`config.mk`:
```
export PLATFORM = sky130hd
export DESIGN_NAME = acc_cpu_core
export DESIGN_NICKNAME = d
export VERILOG_FILES = /design/src/rtl/acc_cpu_core.sv
export SDC_FILE = /design/constraint.sdc
export NUM_CORES = 1
export LEC_CHECK = 0
export CORE_MARGIN = 5
export CORE_UTILIZATION = 55
export CTS_BUF_LIST = sky130_fd_sc_hd__clkbuf_16
export DETAILED_ROUTE_END_ITERATION = 16
export GPL_TIMING_DRIVEN = 0
export PLACE_DENSITY = 0.73
export SYNTH_ARGS = -nofsm -noshare
export SYNTH_HDL_FRONTEND = slang
export SYNTH_SLANG_ARGS = --single-unit
```
`constraint.sdc`:
```
create_clock -name clk -period 4.7 [get_ports clk]
set_input_delay 0.47 -clock clk [delete_from_list [all_inputs] [get_ports clk]]
set_output_delay 0.47 -clock clk [all_outputs]
set_load 0.02 [all_outputs]
```
`src/rtl/acc_cpu_core.sv`:
```
// Parametrised accumulator CPU core: unified program/data memory, carry/zero flags,
// a multicycle FETCH/DECODE/EXEC sequencer and a host program-load port used while run=0.
module acc_cpu_core #(
   parameter int unsigned DATA_W = 8,
   parameter int unsigned ADDR_W = 4
) (
   input  logic              clk,
   input  logic              rst,
   input  logic              run,
   input  logic              prog_we,
   input  logic [ADDR_W-1:0] prog_addr,
   input  logic [DATA_W-1:0] prog_data,
   output logic [DATA_W-1:0] out_data,
   output logic              out_valid,
   output logic              halted,
   output logic [ADDR_W-1:0] pc_dbg,
   output logic [1:0]        flags_dbg
);

   localparam int unsigned Depth = 2 ** ADDR_W;

   localparam logic [3:0] OpLda = 4'h1;
   localparam logic [3:0] OpAdd = 4'h2;
   localparam logic [3:0] OpSub = 4'h3;
   localparam logic [3:0] OpSta = 4'h4;
   localparam logic [3:0] OpLdi = 4'h5;
   localparam logic [3:0] OpJmp = 4'h6;
   localparam logic [3:0] OpJc  = 4'h7;
   localparam logic [3:0] OpJz  = 4'h8;
   localparam logic [3:0] OpOut = 4'h9;
   localparam logic [3:0] OpHlt = 4'hF;

   typedef enum logic [1:0] {StFetch, StDecode, StExec, StHalt} state_e;

   state_e              state_q, state_d;
   logic [ADDR_W-1:0]   pc_q, pc_d, mar_q, mar_d;
   // Only opcode and operand fields are kept; the bits between them are ignored.
   logic [ADDR_W+3:0]   ir_q, ir_d;
   logic [DATA_W-1:0]   acc_q, acc_d, out_q, out_d;
   logic                c_q, c_d, z_q, z_d, valid_q, valid_d;
   logic                core_we, host_we;
   logic [DATA_W-1:0]   mem [Depth];
   logic [DATA_W-1:0]   mem_rd;
   logic [DATA_W:0]     add_res, sub_res;
   logic [3:0]          opcode;

   assign opcode  = ir_q[ADDR_W+3 -: 4];
   assign mem_rd  = mem[mar_q];
   assign add_res = {1'b0, acc_q} + {1'b0, mem_rd};
   // MSB of the widened difference is the borrow.
   assign sub_res = {1'b0, acc_q} - {1'b0, mem_rd};
   assign host_we = prog_we & ~run;

   always_comb begin
      state_d = state_q;
      pc_d    = pc_q;
      ir_d    = ir_q;
      mar_d   = mar_q;
      acc_d   = acc_q;
      c_d     = c_q;
      z_d     = z_q;
      out_d   = out_q;
      valid_d = 1'b0;
      core_we = 1'b0;
      if (run) begin
         unique case (state_q)
            StFetch: begin
               ir_d    = {mem[pc_q][DATA_W-1 -: 4], mem[pc_q][ADDR_W-1:0]};
               pc_d    = pc_q + ADDR_W'(1);
               state_d = StDecode;
            end
            StDecode: begin
               mar_d   = ir_q[ADDR_W-1:0];
               state_d = StExec;
            end
            StExec: begin
               state_d = StFetch;
               case (opcode)
                  OpLda: begin
                     acc_d = mem_rd;
                     z_d   = (mem_rd == '0);
                  end
                  OpAdd: begin
                     acc_d = add_res[DATA_W-1:0];
                     c_d   = add_res[DATA_W];
                     z_d   = (add_res[DATA_W-1:0] == '0);
                  end
                  OpSub: begin
                     acc_d = sub_res[DATA_W-1:0];
                     c_d   = ~sub_res[DATA_W];
                     z_d   = (sub_res[DATA_W-1:0] == '0);
                  end
                  OpSta: core_we = 1'b1;
                  OpLdi: begin
                     acc_d = {{(DATA_W-ADDR_W){1'b0}}, mar_q};
                     z_d   = (mar_q == '0);
                  end
                  OpJmp: pc_d = mar_q;
                  OpJc:  if (c_q) pc_d = mar_q;
                  OpJz:  if (z_q) pc_d = mar_q;
                  OpOut: begin
                     out_d   = acc_q;
                     valid_d = 1'b1;
                  end
                  OpHlt: state_d = StHalt;
                  default: ;
               endcase
            end
            StHalt: ;
            default: state_d = StFetch;
         endcase
      end
   end

   always_ff @(posedge clk) begin
      if (rst) begin
         state_q <= StFetch;
         pc_q    <= '0;
         ir_q    <= '0;
         mar_q   <= '0;
         acc_q   <= '0;
         c_q     <= 1'b0;
         z_q     <= 1'b0;
         out_q   <= '0;
         valid_q <= 1'b0;
      end else begin
         state_q <= state_d;
         pc_q    <= pc_d;
         ir_q    <= ir_d;
         mar_q   <= mar_d;
         acc_q   <= acc_d;
         c_q     <= c_d;
         z_q     <= z_d;
         out_q   <= out_d;
         valid_q <= valid_d;
      end
   end

   // Memory is deliberately not cleared by reset; reset only blocks writes.
   always_ff @(posedge clk) begin
      if (!rst) begin
         if (core_we) begin
            mem[mar_q] <= acc_q;
         end else if (host_we) begin
            mem[prog_addr] <= prog_data;
         end
      end
   end

   assign out_data  = out_q;
   assign out_valid = valid_q;
   assign halted    = (state_q == StHalt);
   assign pc_dbg    = pc_q;
   assign flags_dbg = {c_q, z_q};

endmodule

```
==> results.toml <==
[outcome]
status = "finished, final reports clean"

[worst_setup_path]
critical-path-slowest-cell = "sky130_fd_sc_hd__mux4_2"
worst_r2r_path_depth = 11
slowest_delay_ns = 0.56
cp_data_required_time_ns = 5.04
timing.critical_path.cells = "clkbuf_1, mux4_1, mux4_2, ha_1, fa_1, nand2b_1, a211oi_1, o32a_1, a21oi_1, a211o_1, a211oi_1"
critical_path.max_fanout = 10
critical_path_arrival_ns = 4.45
path_common_cell = "sky130_fd_sc_hd__a211oi_1"
worst-setup-path-type = "reg2reg"
crit_path_end_kind = "register"
crit_path_start_kind = "register"
r2r_endpoint = "acc_q[6]$_SDFFE_PP0P_"
r2r_setup_slack_ns = 0.59

[routing]
detail_route.wirelength_um = 23900
vias = 6125
drt_pass1_iterations = 8
via_density_per_instance = 6.68
antenna_left = 0
drt_iter0_drc = 778
post_drt_wl_per_cell_um = 26.0
drc = 0

[cts]
clock-sinks = 169
cts_made_buffers = 17
cts_root_buf = "sky130_fd_sc_hd__clkbuf_16"
tritoncts = "built"
clock_latency_ns = 0.43
post_cts_buffers = 0
hold_buffers = 0
clk_pin_slew_worst_paths_ns = 0.06
htree_num_levels = 4
cts.repair.resized = 0
max-clock-path-buffers = 2

[layout]
insertedDiodeCount = 0
layout-drive-gt1-share_pct = 16.5
fin_nets = 727
syn2layout_area_growth_pct = 13.4
stdcell_count = 917

[yosys]
post_synth_top_area_cell = "sky130_fd_sc_hd__edfxtp_1"
yosysSeqAreaShare_pct = 53.4
register_bit_total_from_synthesis = 169
netlist_area_sq_um = 8740
synth.distinct_cells = 64
synth-warning-count = 0
synth_cells = 638
synth_top_cells_by_area = "sky130_fd_sc_hd__edfxtp_1 44%, sky130_fd_sc_hd__mux4_2 18%, sky130_fd_sc_hd__dfxtp_1 9.4%"
synth_edf_count = 128
syn_avg_cell_area_sq_um = 13.7
ys.flop_type = "sky130_fd_sc_hd__edfxtp_1"
synthesized_net_count = 677
synth.top_cell.area_share_pct = 44.0
synth-async-reset-ratio_pct = 0

[sta]
fin_skew_ns = 0.0123
finalCriticalPeriod_ns = 4.11
tightest_slew_ns = 1.21
hold_violations = 0
worst_slew_margin_relative_to_its_limit_pct = 19.4
finalCritPeriodShare_pct = 87.5
finalWorstSetupSlack_ns = 0.589
fin_tns_setup_ns = 0
slew_viol_final = 0
achievable-frequency_ghz = 0.243
setup_violating_endpoint_count_in_the_final_report = 0
rsz0062_at_grt = "false"

[power_and_ir_drop]
combinationalPowerShare_pct = 9.2
cellLeakagePower_uw = 0.00332
vdd.ir_drop.worst_mv = 0.282
switching_share_pct = 23.0
power.internal_uw = 2570
sequentialPowerShare_pct = 48.6
power_switching_uw = 767
clock_power_share_pct = 42.2
power_per_cell_area_nw_per_um2 = 337

[place]
post-place-ws_ns = 0.620
detailedPlacementHpwl_um = 16700
post-place-cells = 885
numPortBuffers = 31
place.gp.congestion = 0.922

[die]
core_area_sq_um = 15700
design.portCount = 32
die_height_um = 136
dieArea_sq_um = 18500
die-width_um = 136
start_util_pct = 55.6
placement_rows = 46

[hold_path]
hp-start = "ir_q[0]$_SDFFE_PP0P_"
min_delay_worst_endpoint = "ir_q[0]$_SDFFE_PP0P_"
number_of_cells_on_the_worst_hold_path = 2
worstHoldPathType = "reg2reg"

[global_routing]
met2_usage_pct = 46.1
gr-usage-all-layers_pct = 27.2
groute.layer.met3.usage_pct = 5.63
antenna_found_initial = 0
first_pass_grt_wire_length_um = 36400
globalRouteOverflowTotal = 0
grt_pass1_vias = 6087
grt_max_degree = 17
top_usage_layer = "met2"
met1_usage_pct = 33.5

[run]
timing.max_cap.violations = 0
-- worst max path at each step --
| stage | endpoint | slack (ns) |
|---|---|---|
| 2_1_floorplan | acc_q[6]$_SDFFE_PP0P_ | 1.26 |
| 3_3_place_gp | acc_q[6]$_SDFFE_PP0P_ | 0.67 |
| 3_5_place_dp | acc_q[6]$_SDFFE_PP0P_ | 0.62 |
| 4_1_cts | acc_q[6]$_SDFFE_PP0P_ | 0.61 |
| 5_1_grt | acc_q[6]$_SDFFE_PP0P_ | 0.39 |
| 6_report | acc_q[6]$_SDFFE_PP0P_ | 0.59 |
-- cell usage in the layout (no fill, tap or decap), types with 5 or more instances in the layout --
cell type / n
sky130_fd_sc_hd__a211oi_1: 8
sky130_fd_sc_hd__a21oi_1: 34
sky130_fd_sc_hd__a22oi_1: 9
sky130_fd_sc_hd__a31oi_1: 8
sky130_fd_sc_hd__buf_1: 6
sky130_fd_sc_hd__buf_2: 6
sky130_fd_sc_hd__clkbuf_1: 24
sky130_fd_sc_hd__clkbuf_16: 17
sky130_fd_sc_hd__clkdlybuf4s50_1: 31
sky130_fd_sc_hd__dfxtp_1: 41
sky130_fd_sc_hd__edfxtp_1: 128
sky130_fd_sc_hd__ha_1: 21
sky130_fd_sc_hd__inv_1: 26
sky130_fd_sc_hd__mux2i_1: 9
sky130_fd_sc_hd__mux4_1: 7
sky130_fd_sc_hd__mux4_2: 68
sky130_fd_sc_hd__nand2_1: 52
sky130_fd_sc_hd__nand2b_1: 6
sky130_fd_sc_hd__nand3_1: 18
sky130_fd_sc_hd__nor2_1: 55
sky130_fd_sc_hd__nor2b_1: 6
sky130_fd_sc_hd__nor3_1: 10
sky130_fd_sc_hd__nor3b_1: 7
sky130_fd_sc_hd__o21ai_0: 9
sky130_fd_sc_hd__xnor2_1: 5
-- cells in the mapped netlist (5+ instances only) --
cell type and number:
sky130_fd_sc_hd__edfxtp_1 128, sky130_fd_sc_hd__mux4_2 68, sky130_fd_sc_hd__nor2_1 55, sky130_fd_sc_hd__nand2_1 52, sky130_fd_sc_hd__dfxtp_1 41, sky130_fd_sc_hd__a21oi_1 34
sky130_fd_sc_hd__clkbuf_1 24, sky130_fd_sc_hd__inv_1 23, sky130_fd_sc_hd__ha_1 21, sky130_fd_sc_hd__nand3_1 18, sky130_fd_sc_hd__o21ai_0 11, sky130_fd_sc_hd__nor3_1 10
sky130_fd_sc_hd__a22oi_1 9, sky130_fd_sc_hd__mux2i_1 9, sky130_fd_sc_hd__a211oi_1 8, sky130_fd_sc_hd__a31oi_1 8, sky130_fd_sc_hd__mux4_1 7, sky130_fd_sc_hd__nor3b_1 7
sky130_fd_sc_hd__buf_1 6, sky130_fd_sc_hd__buf_2 6, sky130_fd_sc_hd__nand2b_1 6, sky130_fd_sc_hd__nor2b_1 6, sky130_fd_sc_hd__xnor2_1 5
-- critical path: cells and delay by family, from the launching register on --
kind	cells	cell delay, ns
buf+inv	1	0.50
mux	2	0.96
flops	1	0.47
compound gates	5	1.18
simple gates	1	0.21
fa+ha+maj	2	0.70
-- power groups by stage --
stage / logic [uW] / clock network [uW] / registers, uW
after global placement: 292 / 0 / 1650
final: 308 / 1410 / 1620
after floorplan: 207 / 0 / 1650
after CTS: 304 / 1410 / 1620
after global routing: 330 / 1480 / 1620
after detailed placement: 299 / 0 / 1650
-- flip-flops by register name, summed over array words and instances (netlist names), named ones only --
name       count
z_q            1
out_valid      1
out_data       8
c_q            1
ir_q           8
mar_q          4
acc_q          8
state_q        2
pc_dbg         4
mem          128
-- kinds of logic after synthesis --
logic type / Yosys count / share of synthesized area (%)
compound gates: 110 / 8.71
xor+xnor: 7 / 0.702
fa+ha+maj: 23 / 3.47
buf+inv: 66 / 3.31
flops: 169 / 53.4
mux: 84 / 20.7
simple gates: 179 / 9.77
-- stage by stage --
step	hold WS [ns]	utilization [%]	instance area [sq um]	power (uW)
final	0.467	63.0	9900	3330
after global routing	0.493	63.0	9900	3420
after CTS	0.466	63.0	9900	3330
after detailed placement	0.450	59.3	9320	1950
after global placement	0.448	59.3	9320	1940
after floorplan	0.437	-	8740	1860
-- routing by layer --
layer,vias to the layer above,share of wire (%)
met5,-,0
met2,385,51
met1,3049,37
met3,81,8.2
met4,0,4.3
li1,2610,-
-- layout make-up --
type,instances,area [sq um]
Fill cell,1159,5810
Sequential cell,169,4660
Multi-Input combinational cell,403,3780
Clock buffer,17,425
Timing Repair Buffer,31,310
Tap cell,216,270
Buffer,42,199
Clock inverter,15,161
Inverter,24,90.1
No activity file was read; power rests on OpenSTA's default activity.
